<file path="config.mk">
export PLATFORM = sky130hd
export DESIGN_NAME = muldiv_hilo_unit_flat
export DESIGN_NICKNAME = d
export VERILOG_FILES = /design/src/rtl/muldiv_pkg.sv /design/src/rtl/muldiv_hilo_unit_if.sv /design/src/rtl/muldiv_iter_core.sv /design/src/rtl/muldiv_hilo_unit.sv /design/src/flat_wrapper.sv
export SDC_FILE = /design/constraint.sdc
export NUM_CORES = 1
export LEC_CHECK = 0
export CORE_AREA = 10 10 219 221
export CTS_CLUSTER_DIAMETER = 30
export DETAILED_ROUTE_END_ITERATION = 10
export DIE_AREA = 0 0 229 231
export SLEW_MARGIN = 20
export SYNTH_ARGS = -nofsm -noshare
export SYNTH_HDL_FRONTEND = slang
export SYNTH_SLANG_ARGS = --single-unit
</file>
<file path="constraint.sdc">
create_clock -name clk -period 4.48 [get_ports clk]
set_input_delay 0.448 -clock clk [delete_from_list [all_inputs] [get_ports clk]]
set_output_delay 0.448 -clock clk [all_outputs]
set_load 0.005 [all_outputs]
</file>
<file path="src/rtl/muldiv_pkg.sv">
// Shared definitions for the multiply/divide HI/LO unit.
//   op_e     : opcode encodings carried on the Op field of the request bus
//   state_e  : sequencer states, also exported on the debug state port
//   DIV0_LO  : value written to LO when the divisor is zero (all ones)
package muldiv_pkg;

    typedef enum logic [2:0] {
        OP_MULT  = 3'b000,
        OP_MULTU = 3'b001,
        OP_DIV   = 3'b010,
        OP_DIVU  = 3'b011,
        OP_MTHI  = 3'b100,
        OP_MTLO  = 3'b101
    } op_e;

    typedef enum logic [1:0] {
        S_IDLE = 2'b00,
        S_CALC = 2'b01,
        S_FIX  = 2'b10
    } state_e;

    // Wide enough for any supported WIDTH; users slice the low WIDTH bits.
    localparam logic [63:0] DIV0_LO = 64'hFFFF_FFFF_FFFF_FFFF;

endpackage

</file>
<file path="src/rtl/muldiv_hilo_unit_if.sv">
// Request/result bus between the EX-stage ALU (master) and the mul/div unit (slave).
//   Start, Op, X, Y, Flush : master -> unit
//   Busy, Done, HI, LO     : unit -> master
// Handshake: Start is a one-cycle request that is taken on a rising edge only
// while Busy=0 (Busy is the inverse of "ready"); a Start seen while Busy=1 is
// dropped, never queued. Done pulses for one cycle on the edge that retires a
// MULT*/DIV* result into HI/LO. Flush aborts any in-flight operation and also
// wins over a Start presented in the same cycle.
interface muldiv_hilo_unit_if #(
    parameter int WIDTH = 32
);
    logic             Start;
    logic [2:0]       Op;
    logic [WIDTH-1:0] X;
    logic [WIDTH-1:0] Y;
    logic             Flush;
    logic             Busy;
    logic             Done;
    logic [WIDTH-1:0] HI;
    logic [WIDTH-1:0] LO;

    modport master (
        output Start, Op, X, Y, Flush,
        input  Busy, Done, HI, LO
    );

    modport slave (
        input  Start, Op, X, Y, Flush,
        output Busy, Done, HI, LO
    );
endinterface

</file>
<file path="src/rtl/muldiv_iter_core.sv">
// Iteration datapath for the mul/div unit, operating on unsigned magnitudes.
//   clk, rst_n : clock, async active-low reset
//   load       : initialise accumulator from a (multiplier / dividend)
//   step       : perform one shift-add (mult) or trial-subtract (div) iteration
//   is_div     : selects divide iteration
//   a, b       : a = multiplier/dividend (used on load), b = multiplicand/divisor (held)
//   prod       : 2*WIDTH product
//   quo, rem   : quotient and remainder
module muldiv_iter_core #(
    parameter int WIDTH = 32
) (
    input  logic               clk,
    input  logic               rst_n,
    input  logic               load,
    input  logic               step,
    input  logic               is_div,
    input  logic [WIDTH-1:0]   a,
    input  logic [WIDTH-1:0]   b,
    output logic [2*WIDTH-1:0] prod,
    output logic [WIDTH-1:0]   quo,
    output logic [WIDTH-1:0]   rem
);

    // Mult: acc = {partial product, unconsumed multiplier bits}.
    // Div : acc[WIDTH-1:0] = dividend bits shifting out / quotient bits shifting in.
    logic [2*WIDTH-1:0] acc;
    logic [WIDTH-1:0]   prem;

    logic [WIDTH:0] add_sum;
    logic [WIDTH:0] shifted;
    logic [WIDTH:0] trial;
    logic           no_borrow;

    // The carry out of the add lands in the top bit as the whole word shifts right.
    assign add_sum   = {1'b0, acc[2*WIDTH-1:WIDTH]} + (acc[0] ? {1'b0, b} : '0);
    // Partial remainder is WIDTH+1 bits during the trial subtract; after the
    // step it is always below the divisor, so WIDTH bits suffice for storage.
    assign shifted   = {prem, acc[WIDTH-1]};
    assign trial     = shifted - {1'b0, b};
    assign no_borrow = ~trial[WIDTH];

    always_ff @(posedge clk or negedge rst_n) begin
        if (!rst_n) begin
            acc  <= '0;
            prem <= '0;
        end else if (load) begin
            acc  <= {{WIDTH{1'b0}}, a};
            prem <= '0;
        end else if (step) begin
            if (is_div) begin
                prem <= no_borrow ? trial[WIDTH-1:0] : shifted[WIDTH-1:0];
                acc  <= {acc[2*WIDTH-1:WIDTH], acc[WIDTH-2:0], no_borrow};
            end else begin
                acc  <= {add_sum, acc[WIDTH-1:1]};
            end
        end
    end

    assign prod = acc;
    assign quo  = acc[WIDTH-1:0];
    assign rem  = prem;

endmodule

</file>
<file path="src/rtl/muldiv_hilo_unit.sv">
// Multi-cycle multiply/divide unit with architectural HI/LO registers.
//   clk, rst_n : clock, async active-low reset
//   bus        : slave side of muldiv_hilo_unit_if (Start/Op/X/Y/Flush in,
//                Busy/Done/HI/LO out)
//   dbg_state  : current sequencer state
// Timing: request accepted at edge E0; operand magnitudes latched. E1 loads the
// iteration core, E2..E(WIDTH+1) run WIDTH iterations, FIX retires into HI/LO
// and pulses Done on edge E(WIDTH+2), the same edge that drops Busy.
module muldiv_hilo_unit
    import muldiv_pkg::*;
#(
    parameter int WIDTH = 32,
    parameter int CNT_W = 6
) (
    input  logic              clk,
    input  logic              rst_n,
    muldiv_hilo_unit_if.slave bus,
    output state_e            dbg_state
);

    state_e             state;
    logic [CNT_W-1:0]   cnt;
    logic [WIDTH-1:0]   a_mag;
    logic [WIDTH-1:0]   b_mag;
    logic               neg_q;    // product / quotient sign
    logic               neg_r;    // remainder sign (follows dividend)
    logic               is_div;
    logic               div0;
    logic [WIDTH-1:0]   hi;
    logic [WIDTH-1:0]   lo;
    logic               busy;
    logic               done;

    op_e                op_in;
    logic               signed_op;
    logic [2*WIDTH-1:0] prod;
    logic [WIDTH-1:0]   quo;
    logic [WIDTH-1:0]   rem;

    function automatic logic [WIDTH-1:0] magnitude(input logic [WIDTH-1:0] v,
                                                   input logic sgn);
        return (sgn && v[WIDTH-1]) ? -v : v;
    endfunction

    assign op_in     = op_e'(bus.Op);
    assign signed_op = (op_in == OP_MULT) || (op_in == OP_DIV);

    muldiv_iter_core #(.WIDTH(WIDTH)) u_core (
        .clk    (clk),
        .rst_n  (rst_n),
        .load   (state == S_CALC && cnt == '0),
        .step   (state == S_CALC && cnt != '0),
        .is_div (is_div),
        .a      (a_mag),
        .b      (b_mag),
        .prod   (prod),
        .quo    (quo),
        .rem    (rem)
    );

    always_ff @(posedge clk or negedge rst_n) begin
        if (!rst_n) begin
            state  <= S_IDLE;
            cnt    <= '0;
            a_mag  <= '0;
            b_mag  <= '0;
            neg_q  <= 1'b0;
            neg_r  <= 1'b0;
            is_div <= 1'b0;
            div0   <= 1'b0;
            hi     <= '0;
            lo     <= '0;
            busy   <= 1'b0;
            done   <= 1'b0;
        end else begin
            done <= 1'b0;
            case (state)
                S_IDLE: begin
                    if (bus.Start && !bus.Flush) begin
                        case (op_in)
                            OP_MULT, OP_MULTU, OP_DIV, OP_DIVU: begin
                                a_mag  <= magnitude(bus.X, signed_op);
                                b_mag  <= magnitude(bus.Y, signed_op);
                                neg_q  <= signed_op & (bus.X[WIDTH-1] ^ bus.Y[WIDTH-1]);
                                neg_r  <= signed_op & bus.X[WIDTH-1];
                                is_div <= op_in[1];
                                div0   <= (bus.Y == '0);
                                cnt    <= '0;
                                busy   <= 1'b1;
                                state  <= S_CALC;
                            end
                            OP_MTHI: hi <= bus.X;
                            OP_MTLO: lo <= bus.X;
                            default: ;
                        endcase
                    end
                end
                S_CALC: begin
                    if (bus.Flush) begin
                        busy  <= 1'b0;
                        state <= S_IDLE;
                    end else begin
                        cnt <= cnt + CNT_W'(1);
                        // cnt==0 is the load cycle, so cnt==WIDTH is the last iteration.
                        if (cnt == CNT_W'(WIDTH)) begin
                            state <= S_FIX;
                        end
                    end
                end
                S_FIX: begin
                    if (!bus.Flush) begin
                        if (is_div) begin
                            // With a zero divisor the restoring loop leaves |X| as the
                            // remainder, so the sign fix already reproduces X in HI.
                            hi <= neg_r ? -rem : rem;
                            lo <= div0 ? DIV0_LO[WIDTH-1:0] : (neg_q ? -quo : quo);
                        end else begin
                            {hi, lo} <= neg_q ? -prod : prod;
                        end
                        done <= 1'b1;
                    end
                    busy  <= 1'b0;
                    cnt   <= '0;
                    state <= S_IDLE;
                end
                default: begin
                    busy  <= 1'b0;
                    state <= S_IDLE;
                end
            endcase
        end
    end

    assign bus.Busy  = busy;
    assign bus.Done  = done;
    assign bus.HI    = hi;
    assign bus.LO    = lo;
    assign dbg_state = state;

endmodule
</file>
<file path="src/flat_wrapper.sv">
// flat-port wrapper written by rule: the top's interface ports become plain ports
module muldiv_hilo_unit_flat import muldiv_pkg::*;
#(
    parameter int WIDTH = 32,
    parameter int CNT_W = 6
)
  (clk, rst_n, dbg_state, bus_Start, bus_Op, bus_X, bus_Y, bus_Flush, bus_Busy, bus_Done, bus_HI, bus_LO);
  muldiv_hilo_unit_if #(.WIDTH(WIDTH)) bus_i ();
  input  logic clk;
  input  logic rst_n;
  output state_e dbg_state;
  input wire logic [$bits(bus_i.Start)-1:0] bus_Start;
  input wire logic [$bits(bus_i.Op)-1:0] bus_Op;
  input wire logic [$bits(bus_i.X)-1:0] bus_X;
  input wire logic [$bits(bus_i.Y)-1:0] bus_Y;
  input wire logic [$bits(bus_i.Flush)-1:0] bus_Flush;
  output wire logic [$bits(bus_i.Busy)-1:0] bus_Busy;
  output wire logic [$bits(bus_i.Done)-1:0] bus_Done;
  output wire logic [$bits(bus_i.HI)-1:0] bus_HI;
  output wire logic [$bits(bus_i.LO)-1:0] bus_LO;
  assign bus_i.Start = bus_Start;
  assign bus_i.Op = bus_Op;
  assign bus_i.X = bus_X;
  assign bus_i.Y = bus_Y;
  assign bus_i.Flush = bus_Flush;
  assign bus_Busy = bus_i.Busy;
  assign bus_Done = bus_i.Done;
  assign bus_HI = bus_i.HI;
  assign bus_LO = bus_i.LO;
  muldiv_hilo_unit #(.WIDTH(WIDTH), .CNT_W(CNT_W)) u_core (.clk(clk), .rst_n(rst_n), .bus(bus_i), .dbg_state(dbg_state));
endmodule
</file>
Yosys cells after proc, flatten, opt, wreduce, memory -nomap -nowiden. Cells that the tools add are included.

Register bits after elaboration: 238. Input port bits: 71. Output and inout bits: 68. Word-level logic and storage cells: 108.

Add/sub/neg operators: 8. Equality and inequality tests: 17. Mux-type cells: 39. Bitwise operators: 4. Reductions and logical operators: 25.

Operators by type and width (count): $mux W32 (18); $mux W64 (4); $neg A32 Y32 (4); $pmux W32 S2 (2); $neg A64 Y64 (1); $add A32 B33 Y33 (1); $sub A33 B32 Y33 (1); $logic_not A32 Y1 (1); $mux W6 (3); $pmux W6 S3 (1); $ne A2 B2 Y1 const B (6); $reduce_and A4 Y1 (3); $reduce_and A3 Y1 (3); $mux W2 (4); $add A6 B1 Y6 const B (1); $eq A3 B2 Y1 const B (2); $eq A3 B3 Y1 const B (2); $eq A6 B6 Y1 const B (1); $logic_not A6 Y1 (1); $reduce_bool A2 Y1 (3); $reduce_bool A6 Y1 (1); $logic_and A1 B1 Y1 (5); $mux W1 (5); $ne A2 B1 Y1 const B (2); 16 further kinds (18).

Logic depth before layout (Yosys ltp).
Depth after elaboration: 6. Depth in mapped cells: 13. Gate-level depth less buffers: 12.

By module. Synthesis repeated with hierarchy kept, for this count alone.

Cells, all modules: 2347. Area, all modules: 19004.5 um^2.

Modules (own cells, without submodules): muldiv_hilo_unit (times used 1, cells an instance 1377, area each 10913.0 um^2, seq. area each 3553.4 um^2); muldiv_iter_core (times used 1, cells an instance 970, area each 8091.5 um^2, seq. area each 2402.3 um^2).

Worst setup path before layout. No wires, ideal clock.

Path type: reg2reg. Start point: register u_core.u_core.acc[31], in the netlist u_core.u_core.prod[31]. End point: register u_core.u_core.prem[27], in the netlist u_core.u_core.rem[27]. Setup time: 0.116 ns. Data arrival time: 3.215 ns. Path slack: 1.150 ns. Stages on the path, launching flop included: 14. Period minus slack after synthesis: 3.330 ns. Cell sequence: dfrtp_1 -> inv_1 -> ha_1 -> fa_1 -> nand2b_1 -> a21o_1 -> a31oi_1 -> a211oi_1 -> a2111o_1 -> o211ai_1 -> clkbuf_1 -> buf_1 -> nand3_1 -> o311ai_0.

Cells in the longest elaborated chain, start to end: 5.

Ends and longest elaborated chain: from (decl) (RTL line muldiv_iter_core.sv:26) `logic [2*WIDTH-1:0] acc;`; from (signal assigned) (RTL line muldiv_iter_core.sv:47) `acc <= {{WIDTH{1'b0}}, a};`; from (signal assigned) (RTL line muldiv_iter_core.sv:52) `acc <= {acc[2*WIDTH-1:WIDTH], acc[WIDTH-2:0], no_borrow};`; from (signal assigned) (RTL line muldiv_iter_core.sv:54) `acc <= {add_sum, acc[WIDTH-1:1]};`; $sub A33 B32 Y33 (RTL line muldiv_iter_core.sv:39) `assign trial = shifted - {1'b0, b};`; $mux W32 (RTL line muldiv_iter_core.sv:51) `prem <= no_borrow ? trial[WIDTH-1:0] : shifted[WIDTH-1:0];`; $mux W32 (RTL line muldiv_iter_core.sv:50) `if (is_div) begin`; $mux W32 (RTL line muldiv_iter_core.sv:49) `end else if (step) begin`; $mux W32 (RTL line muldiv_iter_core.sv:46) `end else if (load) begin`; to (signal assigned) (RTL line muldiv_iter_core.sv:51); to (decl) (RTL line muldiv_iter_core.sv:27) `logic [WIDTH-1:0] prem;`.

No other way between the ends. The select of a mux whose other input is x is not followed. A chain may end at the register's enable or synchronous reset.

Final worst setup path.
Start point: register u_core.u_core.acc[31], in the netlist u_core.u_core.prod[31]. End point: register u_core.u_core.prem[0], in the netlist u_core.u_core.rem[0].

Cells in the longest elaborated chain, start to end: 5.

Ends and longest elaborated chain (RTL line): $sub A33 B32 Y33 (muldiv_iter_core.sv:39); $mux W32 (*) (muldiv_iter_core.sv:51); $mux W32 (*) (muldiv_iter_core.sv:50); $mux W32 (*) (muldiv_iter_core.sv:49); $mux W32 (*) (muldiv_iter_core.sv:46).

Mark *: on every way between the ends. The rest lies on a longest branch, timed or not. The select of a mux whose other input is x is not followed.

==> impl_metrics.py <==
metrics = {
    "status": {
        "status": "completed",
    },
    "drt": {
        "wl_um": 58850,
        "ant_nets": 0,
        "dr.pass1.iters": 5,
        "routedWlPerCell_um": 20.40,
        "first_iter_violations": 1279,
        "vias_per_cell": 5.700,
        "num_vias": 16440,
        "drc_errors": 0,
    },
    "synthesis": {
        "syn_area_per_cell_um2": 8.164,
        "synth_edf_count": 0,
        "ys.warnings.count": 0,
        "netlist_area_mm2": 0.01726,
        "syn_nets": 2257,
        "synth.distinct_cells": 70,
        "synth-seq-area-share_pct": 34.51,
        "synthArstFlopShare_pct": 100.0,
        "yosys_most_used_dff": "dfrtp_1",
        "ys_seq_elements": 238,
        "postSynthCellCount": 2114,
    },
    "timing": {
        "finalHoldViolCount": 0,
        "finalSetupViolCount": 0,
        "worst_clock_skew_ns": 0.02118,
        "max-slew-margin-rel_pct": 29.24,
        "fin_setup_tns_ns": 0,
        "tightest_slew_ns": 1.061,
        "fin_crit_ns": 3.980,
        "finalMaxSlewViolations": 0,
        "period_share_pct": 88.84,
        "max_freq_mhz": 251.3,
        "rsz0062_at_grt": "no",
    },
    "pwr": {
        "p_seq_share_pct": 27.0,
        "p_int_uw": 8062,
        "pwr-share-clk_pct": 41.6,
        "comb_power_share_pct": 31.4,
        "powerDensity_mw_per_mm2": 571.4,
        "ir_drop_uv": 248.1,
        "p_leak_uw": 0.009560,
        "netSwitchingFraction_pct": 35.13,
        "switchingPower_uw": 4365,
    },
    "final_layout": {
        "layout-drive-gt1-share_pct": 8.508,
        "utilization_pct": 49.73,
        "syn_to_final_growth_pct": 26.04,
        "antenna_cells": 0,
        "layout.nets": 2385,
    },
    "grt": {
        "first_global_vias": 16190,
        "grt_overflow": 0,
        "grt_max_degree": 114,
        "grt_usage_pct": 21.68,
        "antenna_found_initial": 1,
        "grt_pass1_wl_um": 92160,
    },
    "min_path": {
        "min_path_type": "register to register",
        "worstHoldStart": "u_core.bus.LO[17]$_DFFE_PN0P_",
        "whs_endpoint": "u_core.bus.LO[17]$_DFFE_PN0P_",
        "whs_path_depth": 2,
    },
    "flow_run": {
        "drv_cap": 0,
    },
    "clock_tree": {
        "post-cts-setup-buffers": 0,
        "ctsHtreeMaxLevel": 3,
        "cts_root_buf": "clkbuf_16",
        "numCtsBuffers": 68,
        "clock_sinks": 238,
        "cts_tree": "done",
        "path_clk_slew_ns": 0.04,
        "clk_path_buf_depth": 3,
        "clk_latency_ns": 0.57,
    },
    "critical_path": {
        "r2r-start": "u_core.u_core.prod[31]$_DFFE_PN0P_",
        "worst-r2r-cell-count": 13,
        "cp-end-kind": "register",
        "crit_arrival_ns": 4.46,
        "critical_path_class": "register to register",
        "r2r-end": "u_core.u_core.rem[0]$_DFFE_PN0P_",
        "required_ns": 4.96,
        "crit_path_max_fanout": 40,
        "regToRegSetupSlack_ns": 0.50,
        "cp-start-kind": "register",
    },
    "placed_design": {
        "gp_congestion": 0.9705,
        "place_hpwl_um": 44830,
        "place.port_buffers": 138,
    },
    "floorplanning": {
        "io_pins": 139,
        "fp.dieH_um": 231,
        "die_w_um": 229,
        "rows": 77,
        "core_area_mm2": 0.04374,
        "dieArea_mm2": 0.05290,
        "initial_utilization_pct": 39.46,
    },
}
==> state kept, by name, indices dropped and copies added (netlist names) <==
signal and cells:
u_core.bus.Done 1, u_core.u_core.rem 32, u_core.cnt 6, u_core.a_mag 32
u_core.neg_q 1, u_core.bus.LO 32, u_core.div0 1, u_core.u_core.prod 64
u_core.dbg_state 2, u_core.bus.Busy 1, u_core.is_div 1, u_core.neg_r 1
u_core.b_mag 32, u_core.bus.HI 32
==> cell usage after synthesis (52+ instances only) <==
library cell	instances	area (um^2)
nor2_1	135	506.7
xnor2_1	119	1042
nand2_1	303	1137
dfrtp_1	238	5956
ha_1	70	875.8
nand3_1	52	260.3
a21oi_1	134	670.6
xor2_1	72	630.6
clkbuf_1	101	379.1
inv_1	73	274.0
o21ai_0	257	1286
==> power by group through the flow <==
stage          clock network (uW)  logic [uW]  registers [uW]
6_report                     5170        3900            3360
5_1_grt                      5340        4320            3430
4_1_cts                      5230        3880            3340
3_5_place_dp                    0        3860            3360
3_3_place_gp                    0        3810            3340
2_1_floorplan                   0        2750            3040
==> metrics by stage <==
| step | area (um^2) | hold WS [ns] | worst slack, ns | total power [uW] | std cells |
|---|---|---|---|---|---|
| finish | 21750 | 0.4687 | 0.5000 | 12430 | 2884 |
| global route | 21750 | 0.4853 | 0.1613 | 13090 | 2884 |
| CTS | 21750 | 0.4771 | 0.5223 | 12440 | 2884 |
| detailed placement | 19290 | 0.4686 | 0.5412 | 7222 | 2763 |
| global placement | 19290 | 0.4604 | 0.7173 | 7149 | 2763 |
| floorplan | 17260 | 0.1524 | 1.150 | 5792 | 2114 |
==> cell usage in the layout (no fill, tap or decap), drive strengths merged, types with 8 or more instances in the layout <==
| cell type | instances |
|---|---|
| o21ai | 263 |
| o31ai | 44 |
| a31o | 8 |
| or2 | 8 |
| o41ai | 21 |
| nor3 | 31 |
| a21o | 31 |
| clkbuf | 91 |
| buf | 42 |
| nor4 | 16 |
| nor2b | 14 |
| and3 | 14 |
| o211ai | 23 |
| clkdlybuf4s50 | 137 |
| a31oi | 8 |
| or4 | 30 |
| a221o | 17 |
| o21a | 8 |
| nand3 | 52 |
| a211oi | 14 |
| nor2 | 135 |
| mux2i | 43 |
| inv | 77 |
| nand4 | 9 |
| o22ai | 38 |
| nand2 | 303 |
| dfrtp | 238 |
| xor2 | 72 |
| ha | 70 |
| bufinv | 12 |
| xnor2 | 119 |
| nand2b | 21 |
| and2 | 10 |
| or3 | 35 |
| a21oi | 134 |
==> layout make-up <==
class                           count  area, um^2
Timing Repair Buffer              180        1729
Inverter                           73       274.0
Fill cell                        4185       21990
Clock inverter                     29       486.7
Multi-Input combinational cell   1681       10600
Tap cell                          592       740.7
Clock buffer                       91        1962
Sequential cell                   238        5958
==> critical path: stages (launching register included) <==
cell	delay [ns]
dfrtp_1	0.41
inv_1	0.13
ha_1	0.25
fa_1	0.41
nand2b_1	0.18
a21o_1	0.18
a31oi_1	0.39
a211oi_1	0.31
buf_4	0.23
a2111o_1	0.40
o211ai_1	0.16
buf_12	0.28
mux2_2	0.36
o21ai_0	0.15
==> repair_timing <==
item                      CTS  global route
hold endpoints to repair    4             0
hold buffers                1             0
gates resized for setup     0             0
==> kinds of logic (layout without fill, tap and decap cells) <==
group	Yosys count	count (layout)	share of synthesized area, %
AND/OR/NAND/NOR	690	690	18.58
AO/OA/AOI/OAI	680	680	24.75
multiplexers	48	48	2.820
adder cells (fa/ha/maj)	72	72	5.307
buffers and inverters	195	373	4.335
XOR/XNOR	191	191	9.693
flip-flops	238	238	34.51
==> worst max path at each step <==
stage | from | to | cells after the start
6_report | u_core.u_core.prod[31]$_DFFE_PN0P_ | u_core.u_core.rem[0]$_DFFE_PN0P_ | 13
4_1_cts | u_core.u_core.prod[31]$_DFFE_PN0P_ | u_core.u_core.rem[0]$_DFFE_PN0P_ | 13
5_1_grt | u_core.u_core.prod[31]$_DFFE_PN0P_ | u_core.u_core.rem[30]$_DFFE_PN0P_ | 12
2_1_floorplan | u_core.u_core.prod[31]$_DFFE_PN0P_ | u_core.u_core.rem[27]$_DFFE_PN0P_ | 13
3_3_place_gp | u_core.u_core.prod[31]$_DFFE_PN0P_ | u_core.u_core.rem[0]$_DFFE_PN0P_ | 13
3_5_place_dp | u_core.u_core.prod[31]$_DFFE_PN0P_ | u_core.u_core.rem[0]$_DFFE_PN0P_ | 13
==> per-layer routing <==
metal | vias to the layer above | global-route usage (%) | wire length [um] | part of all wire (%)
met3 | 124 | 4.268 | 3890 | 6.6
met5 | - | 0 | 0 | 0
li1 | 7895 | - | - | -
met1 | 7838 | 27.94 | 25870 | 44
met4 | 0 | 9.497 | 2117 | 3.6
met2 | 581 | 34.80 | 26970 | 46
Power figures use the tool's default switching activity.
